[config.mk]
export PLATFORM = sky130hd
export DESIGN_NAME = lfsr_grant_arb
export DESIGN_NICKNAME = d
export VERILOG_FILES = /design/src/rtl/lfsr_grant_arb.sv
export SDC_FILE = /design/constraint.sdc
export NUM_CORES = 1
export LEC_CHECK = 0
export CORE_AREA = 2 2 40 42
export CTS_CLUSTER_DIAMETER = 150
export DETAILED_ROUTE_END_ITERATION = 8
export DIE_AREA = 0 0 42 44
export PLACE_DENSITY = 0.78
export SLEW_MARGIN = 20
export SYNTH_ARGS = -nofsm -noshare
export SYNTH_HDL_FRONTEND = slang
export SYNTH_SLANG_ARGS = --single-unit
[constraint.sdc]
create_clock -name clock -period 1.4 [get_ports clock]
set_input_delay 0.28 -clock clock [delete_from_list [all_inputs] [get_ports clock]]
set_output_delay 0.28 -clock clock [all_outputs]
set_load 0.05 [all_outputs]
[src/rtl/lfsr_grant_arb.sv]
// ----------------------------------------------------------------------------
// lfsr_grant_arb
//
// Randomised-start round-robin arbiter. An external LFSR supplies a random
// value; its low index_width bits (mod count) pick the starting requester for
// each decision. The scan runs upward from that start with wrap-around, and
// the first active requester wins. The winner holds its grant for as long as
// its own request stays high (optionally capped by max_hold cycles). Every
// release is followed by one dead cycle before the next decision.
// lfsr_enable pulses once after each decision so the LFSR advances once per
// grant.
//
// Parameters
//   count       number of requesters (2..16)
//   index_width width of grant_index, 2**index_width >= count
//   rand_width  width of the random input, >= index_width
//   max_hold    grant cycle limit, 0 = unlimited
//
// Ports
//   clock        rising-edge clock
//   reset        asynchronous active-high reset
//   req          level-sensitive request bits, one per requester
//   random       current LFSR output
//   lfsr_enable  registered one-cycle pulse after each arbitration edge
//   grant        registered one-hot grant
//   grant_valid  high while a grant is held
//   grant_index  binary index of the granted requester
// ----------------------------------------------------------------------------
module lfsr_grant_arb #(
    parameter int count       = 4,
    parameter int index_width = 2,
    parameter int rand_width  = 8,
    parameter int max_hold    = 0
) (
    input  logic                   clock,
    input  logic                   reset,
    input  logic [count-1:0]       req,
    input  logic [rand_width-1:0]  random,
    output logic                   lfsr_enable,
    output logic [count-1:0]       grant,
    output logic                   grant_valid,
    output logic [index_width-1:0] grant_index
);

    // Enough bits to reach max_hold without wrapping; a single saturating
    // bit is all that is needed when the hold time is unlimited.
    localparam int HOLD_W = (max_hold > 0) ? $clog2(max_hold + 1) : 1;

    localparam logic [0:0] S_IDLE  = 1'b0;
    localparam logic [0:0] S_GRANT = 1'b1;

    logic [0:0]             r_state;
    logic [count-1:0]       r_grant;
    logic                   r_valid;
    logic [index_width-1:0] r_index;
    logic                   r_lfsr_en;
    logic [HOLD_W-1:0]      r_hold;

    logic [index_width-1:0] w_start;
    logic [index_width-1:0] w_winner;
    logic [count-1:0]       w_winner_oh;
    logic                   w_found;
    logic                   w_req_kept;
    logic                   w_hold_hit;
    logic                   w_release;
    logic [HOLD_W-1:0]      w_hold_nxt;
    logic                   w_unused_rand;

    // Only the low index_width bits of the LFSR take part in the decision.
    assign w_unused_rand = ^random;

    // ------------------------------------------------------------------
    // Start point and wrap-around scan.
    // Outer loop walks the scan order (start, start+1, ...); the inner
    // loop maps each scan position onto a constant requester index so
    // every req select and winner value is a constant.
    // ------------------------------------------------------------------
    always_comb begin
        w_start     = index_width'(int'(random[index_width-1:0]) % count);
        w_found     = 1'b0;
        w_winner    = '0;
        w_winner_oh = '0;
        for (int i = 0; i < count; i++) begin
            for (int j = 0; j < count; j++) begin
                if (!w_found && req[j] &&
                    (((int'(w_start) + i) % count) == j)) begin
                    w_found        = 1'b1;
                    w_winner       = index_width'(j);
                    w_winner_oh    = '0;
                    w_winner_oh[j] = 1'b1;
                end
            end
        end
    end

    // ------------------------------------------------------------------
    // Hold tracking. The counter sticks at all-ones rather than wrapping,
    // which only matters in the unlimited configuration.
    // ------------------------------------------------------------------
    assign w_hold_nxt = (&r_hold) ? r_hold : r_hold + HOLD_W'(1);

    generate
        if (max_hold > 0) begin : g_limit
            assign w_hold_hit = (w_hold_nxt == HOLD_W'(max_hold));
        end else begin : g_nolimit
            assign w_hold_hit = 1'b0;
        end
    endgenerate

    // Only the granted requester's own bit matters while holding.
    assign w_req_kept = |(req & r_grant);
    assign w_release  = !w_req_kept || w_hold_hit;

    // ------------------------------------------------------------------
    // Two-state FSM. The dead cycle after a release falls out naturally:
    // the release edge only leaves GRANT, and arbitration can only happen
    // from IDLE at the following edge.
    // ------------------------------------------------------------------
    always_ff @(posedge clock or posedge reset) begin
        if (reset) begin
            r_state   <= S_IDLE;
            r_grant   <= '0;
            r_valid   <= 1'b0;
            r_index   <= '0;
            r_lfsr_en <= 1'b0;
            r_hold    <= '0;
        end else begin
            r_lfsr_en <= 1'b0;
            case (r_state)
                S_IDLE: begin
                    if (w_found) begin
                        r_state   <= S_GRANT;
                        r_grant   <= w_winner_oh;
                        r_valid   <= 1'b1;
                        r_index   <= w_winner;
                        r_hold    <= '0;
                        r_lfsr_en <= 1'b1;
                    end
                end
                S_GRANT: begin
                    r_hold <= w_hold_nxt;
                    if (w_release) begin
                        r_state <= S_IDLE;
                        r_grant <= '0;
                        r_valid <= 1'b0;
                        r_index <= '0;
                    end
                end
                default: begin
                    r_state <= S_IDLE;
                end
            endcase
        end
    end

    assign lfsr_enable = r_lfsr_en;
    assign grant       = r_grant;
    assign grant_valid = r_valid;
    assign grant_index = r_index;

endmodule

; After elaboration in Yosys (flattened, before gate mapping)
; Cells that the tools add are included.
[totals]
register_bits = 9
wordCells = 142
[classes]
eq_ne = 14
mux = 60
n_reduce_logical = 55
n_bitwise = 5
add_sub_neg = 3
[op_table]
columns = op, count
row1 = $logic_not 32->1, 4
row2 = $mux 4, 16
row3 = $mux 2, 17
row4 = $logic_and 1x1->1, 31
row5 = $mux 1, 23
row6 = $eq 3x3->1 const B, 6
row7 = $logic_not 1->1, 15
row8 = $eq 3x2->1 const B, 3
row9 = $pmux 4 s2, 1
row10 = $reduce_or 2->1, 3
row11 = $add 2x2->2 const B, 2
row12 = $and 4x4->4, 1
row13 = $eq 2x2->1 const B, 2
row14 = $ne 2x2->1 const B, 2
row15 = $pmux 1 s2, 2
row16 = $pmux 2 s2, 1
row17 = $reduce_or 4->1, 1
row18 = $and 1x1->1 const A, 3
row19 = $add 2x1->2 const B, 1
row20 = $eq 2x1->1 const B, 1
row21 = $reduce_and 2->1, 1
row22 = $not 1->1, 1

; Depth between registers and ports, before layout
; Gate-level depths: netlist of run 1.
[depth]
ltp_word = 65
ltp_mapped = 5
depth_no_buf = 4

; Least setup slack after synthesis of run 1
; Ideal clock, no wire load.
[synth_timing]
path_kind = register -> register
startpoint = register r_grant[3], in the netlist grant[3]
endpoint = register r_grant[0], in the netlist grant[0]
path_stages_with_launch = 4
setup_ns = 0.122
n_path_buf = 0
arrival_time_ns = 1.445
synth_period_minus_slack_ns = 1.567
slack_ns = -0.167
path_cell_list = dfrtp_1 a222oi_1 a31oi_2 a32o_1
[synth_between]
elab_chain_len = 4
[synth_lines]
columns = item, line
row1 = from (decl), 53  ; logic [count-1:0] r_grant;
row2 = from (signal assigned), 133  ; r_grant <= w_winner_oh;
row3 = $and 4x4->4, 111  ; assign w_req_kept = |(req & r_grant);
row4 = $reduce_or 4->1, 111
row5 = $ne 2x2->1 (no source line), n/a
row6 = $reduce_and 2->1 (no source line), n/a
; No other way between the ends.
; A chain may end at the register's enable or synchronous reset.

; Worst setup path in the final report of run 1
[layout_timing]
startpoint = register r_grant[3], in the netlist grant[3]
endpoint = register r_valid, in the netlist grant_valid
[layout_between]
elab_chain_len = 4
[layout_lines]
columns = item, line
row1 = $and 4x4->4, 111
row2 = $reduce_or 4->1, 111
row3 = $ne 2x2->1 (no source line), n/a
row4 = $reduce_and 2->1 (no source line), n/a
row5 = to (signal assigned), 123  ; r_valid <= 1'b0;
row6 = to (signal assigned), 134  ; r_valid <= 1'b1;
row7 = to (signal assigned), 145  ; r_valid <= 1'b0;
row8 = to (decl), 54  ; logic r_valid;
; No other way between the ends.

==> metrics.md, run 1 <==
| Metric | Value |
|---|---|
| Slew @ Worst Pin | `332.6 ps` |
| Post-Syn Area | `approximately 540 um2` |
| Gate power share | `0.644` |
| Pins Over Slew Limit | `0` |
| Sw Share | `0.4330` |
| CP top delay family | `compound AO/OA/AOI/OAI gates` |
| Peak supply drop | `0.001263 V` |
| Nets | `107` |
| NetSw | `0.8475 mW` |
| N_diodes | `0` |
| GR Layer Usage met2 | `0.2781` |
| Met1 usage | `0.2701` |
| Initial DRC Count | `20` |
| Buf+Inv Stages, Crit Path | `2` |
| YS warnings | `0` |
| Met3 usage | `0.02083` |
| Drt drc | `0` |
| First-pass GRT wire length | `approximately 2.5 mm` |
| Clk pin slew, worst setup/hold paths | `60 ps` |
| Final hold viol count | `0` |
| Fmax | `between 700 and 800 MHz` |
| Final WL | `1.640 mm` |
| GRT Residual Overflow | `0` |
| Num Clock Sinks | `9` |
| Mean Syn Cell Area | `9.140 um2` |
| Required time of the critical path | `approximately 1500 ps` |
| Vias in the first global route | `535` |
| Setup Crit Path Kind | `reg2reg` |
| Register area share after synthesis | `0.4176` |
| Sequential Area | `229.0 um2` |
| Worst slack, placed | `-341.4 ps` |
| Pint | `approximately 1.1 mW` |
| Largest net degree at the start of global routing | `10` |
| Fillcell total | `approximately 110` |
| Critical Path AT | `roughly 1500 ps` |
| Cells after Synth | `59` |
| Crit path time final | `roughly 1400 ps` |
| CTS tree | `yes` |
| Hold bufs inserted after CTS | `0` |
| Level count of the clock H-tree | `1` |
| HP Class | `in2async` |
| Most frequent CP cell | `buf_4` |
| Commonest non-fill, non-tap cells in the layout | `buf_4, buf_12, a21oi_1, dfrtp_1` |
| # setup viols final | `0` |
| Power Dens Cells | `between 2000 and 2500 nW/um2` |
| Type of origin of the critical path | `flip-flop` |
| Reg2reg setup slack | `around 17 ps` |
| TritonRoute pass-1 iters | `4` |
| HPWL Detailed | `1.174 mm` |
| Core ar. | `between 1000 and 1500 um2` |
| Seq pwr share | `0.260` |
| Status | `finished clean` |
| Post-synthesis register bit count | `9` |
| CP max stage cell | `dfrtp_2` |
| Tot GR Track Use | `0.1824` |
| FP Rows | `14` |
| Final worst slack | `about 17 ps` |
| Clock Power Share | `0.096` |
| Longest Clk Path Bufs | `2` |
| I/O Pins | `22` |
| Share of layout cells above drive strength 1 | `0.4022` |
| Initial Utilization | `0.3801` |
| Tcrit/Tclk final | `0.9877` |
| Power consumption | `between 1.5 and 2 mW` |
| Die area | `roughly 1800 um2` |
| Post-DRT Antenna Nets | `0` |
| Synth-to-layout area growth | `76.57%` |
| Initial antenna violation count | `0` |
| Pleak | `around 0.43 nW` |
| IO buf count | `15` |
| CP Capture Type | `flip-flop` |
| GR peak layer | `met2` |
| Crit path max fanout | `2` |
| Num CTS Buffers | `3` |
| Unrepaired setup endpoints after global routing | `true` |
| Wirelength per Cell | `roughly 15 um` |
| Clk_lat worst skew | `roughly 250 ps` |
| CTS Root Cell | `clkbuf_4` |
| Chip height | `around 44 um` |
| Routed vias/inst | `5.583` |
| Area of the multi-input gates | `297.8 um2` |
| Crit-path cells | `a222oi_1 -> buf_4 -> buf_4 -> nand3_4 -> a21o_1` |
| Post-synth cell types | `27` |
| Slew margin rel. | `0.7774` |
| Synth Net Count | `73` |
| Max Cap Viol | `0` |
| Die width | `~42 um` |
| Critical path's largest stage delay | `a little over 400 ps` |
| GPL Wtd Cong | `0.8605` |
| Leading cell type in the layout, fill and taps excluded | `buf_4` |
| Routed vias | `approximately 600` |
| Post-route clock skew | `between 1 and 1.5 ps` |
[through the flow]
stage / setup TNS, ps / hold WS (ps) / cell area (um2) / cells / utilization
2_1_floorplan: -236.9 / 107.7 / 543.0 / 59 / -
3_3_place_gp: -2109 / 528.9 / 880.8 / 101 / 0.6208
5_1_grt: -245.3 / 333.0 / 952.2 / 108 / 0.6711
6_report: 0 / 279.4 / 952.2 / 108 / 0.6711
3_5_place_dp: -2271 / 532.4 / 880.8 / 101 / 0.6208
4_1_cts: 0 / 286.9 / 927.1 / 107 / 0.6534
[path summary, 6_finish.rpt]
kind / cells past startpoint / endpoint / start
worst max-delay path: 5 / grant_valid / grant[3]
min in group clock: 4 / r_state / req[1]
worst min-delay path: 2 / grant_valid / reset
worst max register to register: 5 / grant_valid / grant[3]
max in group asynchronous: 2 / grant[0] / reset
worst min register to register: 1 / grant_valid / grant_valid
[Yosys cell counts]
master	n	area (um2)
a31oi_1	1	6.260
nand3b_1	1	7.510
o22ai_1	1	6.260
mux2i_1	1	10.01
buf_6	1	11.26
nand2b_1	1	6.260
a21oi_2	1	8.760
o211ai_1	2	15.01
a32o_1	2	20.02
a221oi_1	1	8.760
o21ai_0	5	25.02
nor3_1	1	5.000
o21a_1	1	7.510
clkbuf_1	1	3.750
nand3_1	1	5.000
nor2_1	3	11.26
dfrtp_1	9	225.2
inv_1	4	15.01
a21oi_1	6	30.03
nor2b_1	1	6.260
o2bb2ai_1	5	43.79
a222oi_1	1	10.01
a31oi_2	1	12.51
buf_2	2	10.01
nand2_1	4	15.01
nor2_2	1	6.260
a21o_1	1	7.510
[state kept, by name, summed over array words and instances, names as in the netlist]
register	flops
lfsr_enable	1
r_state	1
grant_valid	1
grant_index	2
grant	4
[layout make-up]
| cell class | count | area share |
|---|---|---|
| Clock buffer | 4 | 0.02760 |
| Inverter | 4 | 0.01577 |
| Multi-Input combinational cell | 42 | 0.3127 |
| Timing Repair Buffer | 33 | 0.3824 |
| Tap cell | 16 | 0.02102 |
| Sequential cell | 9 | 0.2405 |
[power by group through the flow]
stage	Sequential (mW)	Clock (mW)	Combinational, mW
6_report	0.508	0.188	1.26
5_1_grt	0.517	0.208	1.32
4_1_cts	0.493	0.196	1.22
3_5_place_dp	0.491	0	1.15
3_3_place_gp	0.484	0	1.15
2_1_floorplan	0.767	0	0.247
[cell families (layout without fill, tap and decap cells)]
family,after synthesis,in the layout,share of synthesized area
compound gates,28,28,0.3736
simple gates,13,13,0.1160
flops,9,9,0.4176
buf+inv,8,41,0.07423
mux,1,1,0.01856
[layer usage]
metal  up-vias  routed length, um  share of wire
met3         2                 76          0.046
met4         0                 11         0.0067
li1        290                  -              -
met5         -                  0              0
met1       291                763           0.47
met2        20                789           0.48
[what timing repair did]
item,4_1_cts,5_1_grt
pin swaps,4,4
setup buffers,2,1
resized for setup,4,4
endpoints found under the setup margin,6,7
No activity file was read; power rests on OpenSTA's default activity.
==> inputs of run 2 (changes only) <==
--- a/config.mk
+++ b/config.mk
@@ -5,11 +5,13 @@
 export SDC_FILE = /design/constraint.sdc
 export NUM_CORES = 1
 export LEC_CHECK = 0
-export CORE_AREA = 2 2 40 42
+export CELL_PAD_IN_SITES_DETAIL_PLACEMENT = 2
+export CELL_PAD_IN_SITES_GLOBAL_PLACEMENT = 2
+export CORE_AREA = 2 2 54 56
 export CTS_CLUSTER_DIAMETER = 150
 export DETAILED_ROUTE_END_ITERATION = 8
-export DIE_AREA = 0 0 42 44
-export PLACE_DENSITY = 0.78
+export DIE_AREA = 0 0 56 58
+export PLACE_DENSITY = 0.76
 export SLEW_MARGIN = 20
 export SYNTH_ARGS = -nofsm -noshare
 export SYNTH_HDL_FRONTEND = slang
==> constraint.sdc (replaced) <==
create_clock -name clock -period 1.1 [get_ports clock]
set_input_delay 0.22 -clock clock [delete_from_list [all_inputs] [get_ports clock]]
set_output_delay 0.22 -clock clock [all_outputs]
set_load 0.05 [all_outputs]
==> metrics.md, run 2 (synthesis results as in run 1) <==
| Metric | Value |
|---|---|
| Type of origin of the critical path | `flip-flop` |
| Pins Over Slew Limit | `0 (unchanged)` |
| First-pass GRT wire length | `3.691 mm (+46%)` |
| Sw Share | `0.4291 (-0.003953)` |
| Largest net degree at the start of global routing | `13 (+3)` |
| Failing checks | `setup timing` |
| Pleak | `0.4695 nW (+10%)` |
| TritonRoute pass-1 iters | `4 (unchanged)` |
| Post-DRT Antenna Nets | `0 (unchanged)` |
| Required time of the critical path | `1230 ps (-310 ps)` |
| Share of layout cells above drive strength 1 | `0.4286 (+0.02640)` |
| CTS tree | `yes` |
| Unrepaired setup endpoints after global routing | `true` |
| Peak supply drop | `0.001474 V (+17%)` |
| Fin area | `1035 um2 (+8.7%)` |
| Routed vias | `635 (+5.3%)` |
| # setup viols final | `12 (+12)` |
| I/O Pins | `22 (unchanged)` |
| Slew margin rel. | `0.7653 (-0.01214)` |
| Max Cap Viol | `0 (unchanged)` |
| FP Rows | `19 (+5)` |
| Initial Utilization | `0.2025 (-0.1775)` |
| Setup Crit Path Kind | `reg2reg` |
| NetSw | `1.142 mW (+35%)` |
| HP Class | `in2async` |
| Seq pwr share | `0.228 (-0.032)` |
| Final worst slack | `-309.3 ps (-326.5 ps)` |
| Nets | `113 (+5.6%)` |
| CTS Root Cell | `clkbuf_4` |
| Gate power share | `0.677 (+0.033)` |
| Die width | `56 um (+33%)` |
| Chip height | `58 um (+32%)` |
| Crit path max fanout | `6 (+4)` |
| Launch point of the worst reg-to-reg path | `grant[3]` |
| Worst r2r path cells | `4 (-1)` |
| Wirelength per Cell | `17.16 um (+13%)` |
| Num Clock Sinks | `9 (unchanged)` |
| Fin util | `0.3886 (-0.2824)` |
| Commonest non-fill, non-tap cells in the layout | `buf_4, buf_12, a21oi_1, dfrtp_1` |
| Final WL | `2.213 mm (+35%)` |
| Core ar. | `2663 um2 (+88%)` |
| Pint | `1.519 mW (+37%)` |
| Slew @ Worst Pin | `351.7 ps (+19.06 ps)` |
| Level count of the clock H-tree | `1 (unchanged)` |
| Status | `complete, but fails checks` |
| Initial DRC Count | `15 (-25%)` |
| Post-route clock skew | `9.363 ps (+8.194 ps)` |
| GPL Wtd Cong | `0.7758 (-9.8%)` |
| Clock Power Share | `0.094 (-0.002)` |
| Max FFs per register | `4 (unchanged)` |
| Fin Hold WS | `243.8 ps (-35.56 ps)` |
| Leading cell type in the layout, fill and taps excluded | `buf_4` |
| N_diodes | `0 (unchanged)` |
| Tcrit/Tclk final | `1.281 (+0.2935)` |
| Reg2reg setup slack | `-310 ps (-330 ps)` |
| Power consumption | `2.661 mW (+36%)` |
| GRT Residual Overflow | `0 (unchanged)` |
| Worst r2r dst | `grant[0]` |
| Die area | `3248 um2 (+76%)` |
| Tot GR Track Use | `0.1463 (-0.03608)` |
| CP Capture Type | `flip-flop` |
| Critical Path AT | `1540 ps (+20 ps)` |
| Clk pin slew, worst setup/hold paths | `70 ps (about the same)` |
| Fmax | `709.6 MHz (-1.9%)` |
| Clk_lat worst skew | `250 ps (about the same)` |
| Final hold viol count | `0 (unchanged)` |
| Area after DPL | `929.6 um2 (+5.5%)` |
| Power Dens Cells | `2572 nW/um2 (+25%)` |
| Longest Clk Path Bufs | `2 (unchanged)` |
| Drt drc | `0 (unchanged)` |
| Crit path time final | `1409 ps (+26.50 ps)` |
| IO buf count | `15 (unchanged)` |
| Num CTS Buffers | `3 (unchanged)` |
| Synth-to-layout area growth | `91.88%` |
| Initial antenna violation count | `0 (unchanged)` |
| Hold bufs inserted after CTS | `0 (unchanged)` |
| Routed vias/inst | `4.922 (-12%)` |
| Vias in the first global route | `727 (+36%)` |
| HPWL Detailed | `1.657 mm (+41%)` |
## run 2: cell count changes in the layout (fill, tap and decap cells not counted)
cell,before,now
buf_6,0,5
a21oi_2,1,0
a21oi_4,0,1
buf_4,18,19
clkdlybuf4s50_1,3,2
dlymetal6s2s_1,1,2
nand2_1,3,4
nand2_2,1,0
nand3_2,0,1
nand3_4,1,0
## run 2: timing repair
action                     in CTS  in global routing
gates resized for setup         8                  7
setup endpoints to repair      13                 13
setup buffers                   4                  3
pin swaps                       3                  2
hold endpoints to repair        0                  0
## run 2: worst max-delay path by stage
stage | from | cells past startpoint | end
global route | grant[3] | 4 | grant[2]
floorplan | grant[3] | 3 | grant[0]
global placement | req[3] | 4 | grant[2]
finish | grant[3] | 4 | grant[0]
CTS | grant[3] | 3 | grant[0]
detailed placement | req[3] | 4 | grant[0]
## run 2: cell type report
class / count / area [um2]
fillers: 294 / 1628
repair buffers: 39 / 430.4
multi-input cells: 42 / 295.3
flip-flops and latches: 9 / 229.0
well taps: 31 / 38.79
clock buffers: 4 / 26.28
inverters: 4 / 15.01
## run 2: power by group through the flow
stage          Combinational [mW]  Sequential, mW  Clock, mW
2_1_floorplan               0.315           0.976          0
3_3_place_gp                 1.57           0.586          0
3_5_place_dp                 1.59           0.600          0
4_1_cts                      1.72           0.603      0.261
5_1_grt                      1.91           0.621      0.282
6_report                     1.80           0.607      0.251
## run 2: critical path: stages, from the launching register on
cell,delay (ps)
dfrtp_2,400
a222oi_1,340
buf_4,190
a31oi_4,130
a32o_1,230
## run 2: per-stage QoR
stage / std cells / setup TNS (ps) / setup slack (ps)
2_1_floorplan: 59 / -2539 / -387.8
5_1_grt: 129 / -3302 / -382.0
3_5_place_dp: 120 / -5280 / -694.5
3_3_place_gp: 120 / -4677 / -600.1
6_report: 129 / -2543 / -309.3
4_1_cts: 128 / -2937 / -373.2
## run 2: per-layer routing
metal / track usage / wire (um) / vias to the layer above
met5: 0 / 0 / -
met4: 0.03061 / 14 / 0
met3: 0.01563 / 57 / 2
met2: 0.2824 / 1229 / 11
met1: 0.1752 / 911 / 320
li1: - / - / 302
==> inputs of run 3 (changes only) <==
--- a/config.mk
+++ b/config.mk
@@ -11,6 +11,7 @@
 export CTS_CLUSTER_DIAMETER = 150
 export DETAILED_ROUTE_END_ITERATION = 8
 export DIE_AREA = 0 0 56 58
+export GPL_TIMING_DRIVEN = 0
 export PLACE_DENSITY = 0.76
 export SLEW_MARGIN = 20
 export SYNTH_ARGS = -nofsm -noshare
==> metrics.md, run 3 (synthesis results as in run 1) <==
| Metric | Value |
|---|---|
| Slew margin rel. | `0.7582 (-0.007080)` |
| HP Class | `in2async` |
| Max Cap Viol | `0 (unchanged)` |
| Drt drc | `0 (unchanged)` |
| DP Cell Count | `103 (-14%)` |
| Leading cell type in the layout, fill and taps excluded | `buf_4` |
| Final worst slack | `-318.7 ps (-9.428 ps)` |
| Final WL | `1.713 mm (-23%)` |
| Sequential Area | `229.0 um2 (unchanged)` |
| CTS Root Cell | `clkbuf_4` |
| Num Clock Sinks | `9 (unchanged)` |
| Crit path time final | `1419 ps (+9.428 ps)` |
| N_diodes | `0 (unchanged)` |
| Status | `complete, but fails checks` |
| Type of origin of the critical path | `flip-flop` |
| Num CTS Buffers | `3 (unchanged)` |
| Share of layout cells above drive strength 1 | `0.3165 (-0.1121)` |
| Pleak | `0.3264 nW (-30%)` |
| I/O Pins | `22 (unchanged)` |
| Fillcell total | `301 (+2.4%)` |
| Failing checks | `setup timing` |
| CP Capture Type | `flip-flop` |
| GRT Residual Overflow | `0 (unchanged)` |
| GPL Wtd Cong | `0.7294 (-6.0%)` |
| Tot GR Track Use | `0.1132 (-0.03314)` |
| CTS tree | `yes` |
| Largest net degree at the start of global routing | `11 (-2)` |
| Power consumption | `2.000 mW (-25%)` |
| Commonest non-fill, non-tap cells in the layout | `buf_4, a21oi_1, dfrtp_1` |
| Routed vias/inst | `4.900 (-0.46%)` |
| Hold bufs inserted after CTS | `0 (unchanged)` |
| Required time of the critical path | `1230 ps (about the same)` |
| Routed vias | `539 (-15%)` |
| Fmax | `704.9 MHz (-0.66%)` |
| Core ar. | `2663 um2 (unchanged)` |
| Pins Over Slew Limit | `0 (unchanged)` |
| Critical Path AT | `1550 ps (about the same)` |
| Longest Clk Path Bufs | `2 (unchanged)` |
| Initial antenna violation count | `0 (unchanged)` |
| Level count of the clock H-tree | `1 (unchanged)` |
| Die area | `3248 um2 (unchanged)` |
| IO buf count | `13 (-2)` |
| Power Dens Cells | `2590 nW/um2 (+0.73%)` |
| Wirelength per Cell | `15.57 um (-9.2%)` |
| Non-Filler Instances | `110 (-15%)` |
| Slew @ Worst Pin | `362.7 ps (+11.01 ps)` |
| Max FFs per register | `4 (unchanged)` |
| Tcrit/Tclk final | `1.290 (+0.008571)` |
| Final hold viol count | `0 (unchanged)` |
| Post-DRT Antenna Nets | `0 (unchanged)` |
| Crit path max fanout | `6 (unchanged)` |
| Post-route clock skew | `1.558 ps (-7.805 ps)` |
| Area of the multi-input gates | `291.5 um2 (-1.3%)` |
| Die width | `56 um (unchanged)` |
| TritonRoute pass-1 iters | `4 (unchanged)` |
| # setup viols final | `10 (-2)` |
| First-pass GRT wire length | `2.898 mm (-21%)` |
| Nets | `94 (-17%)` |
| Clk_lat worst skew | `250 ps (about the same)` |
| Peak supply drop | `0.001369 V (-7.1%)` |
| HPWL Detailed | `1.353 mm (-18%)` |
| FP Rows | `19 (unchanged)` |
| Setup Crit Path Kind | `reg2reg` |
| Reg2reg setup slack | `-320 ps (about the same)` |
| Synth-to-layout area growth | `43.16%` |
| Chip height | `58 um (unchanged)` |
| Initial DRC Count | `11 (-4)` |
| Vias in the first global route | `570 (-22%)` |
| Clk pin slew, worst setup/hold paths | `60 ps (about the same)` |
| Initial Utilization | `0.2025 (unchanged)` |
| Unrepaired setup endpoints after global routing | `true` |
==> run 3: cell count changes in the layout (fill, tap and decap cells not counted), sizes merged <==
cell,change
clkbuf,+2
buf,-19
dlymetal6s2s,-2
==> run 3: cell type report <==
| cell class | count | share of cell area |
|---|---|---|
| clock buffer | 4 | 0.03404 |
| buffer | 4 | 0.03566 |
| tap | 31 | 0.05024 |
| timing repair buffer | 16 | 0.1864 |
| sequential | 9 | 0.2966 |
| inverter | 4 | 0.01945 |
| multi-input combinational | 42 | 0.3776 |
==> run 3: timing repair <==
item / 4_1_cts / 5_1_grt
setup endpoints to repair: 17 / 15
setup buffers: 1 / 2
hold endpoints to repair: 0 / 0
gates resized for setup: 49 / 14
pin swaps: 4 / 3
==> run 3: power by group <==
group          switching, mW  internal, mW
sequential             0.114         0.474
combinational          0.756         0.420
clock                 0.0965         0.139
total                  0.967          1.03
==> run 3: worst max-delay path, stage by stage, from the launching register on <==
cell      delay [ps]
dfrtp_2          400
a222oi_1         350
buf_4            190
a31oi_4          120
a32o_2           250
==> run 3: through the flow <==
| stage | util | area, um2 | TNS, ps | hold slack, ps | setup slack (ps) |
|---|---|---|---|---|---|
| 2_1_floorplan | - | 543.0 | -2539 | 47.72 | -387.8 |
| 3_3_place_gp | 0.2674 | 711.9 | -8070 | 468.4 | -757.9 |
| 3_5_place_dp | 0.2674 | 711.9 | -8644 | 472.8 | -832.1 |
| 4_1_cts | 0.2768 | 737.0 | -1908 | 228.9 | -287.1 |
| 5_1_grt | 0.2899 | 772.0 | -2739 | 220.5 | -379.4 |
| 6_report | 0.2899 | 772.0 | -2112 | 222.9 | -318.7 |
==> run 3: final timing paths <==
| kind | cells after the start | from | endpoint |
|---|---|---|---|
| min in group clock | 3 | random[0] | grant[3] |
| worst min register to register | 1 | grant_valid | grant_valid |
| worst max-delay path | 4 | grant[3] | grant[2] |
| max in group asynchronous | 2 | reset | grant[0] |
| worst max register to register | 4 | grant[3] | grant[2] |
| worst min-delay path | 2 | reset | grant[2] |
==> run 3: routing by layer <==
| metal | global-route usage | vias to the layer above | routed length (um) |
|---|---|---|---|
| li1 | - | 264 | - |
| met1 | 0.1484 | 257 | 746 |
| met2 | 0.1966 | 18 | 898 |
| met3 | 0.01563 | 0 | 69 |
| met4 | 0.03061 | 0 | 0 |
| met5 | 0 | - | 0 |
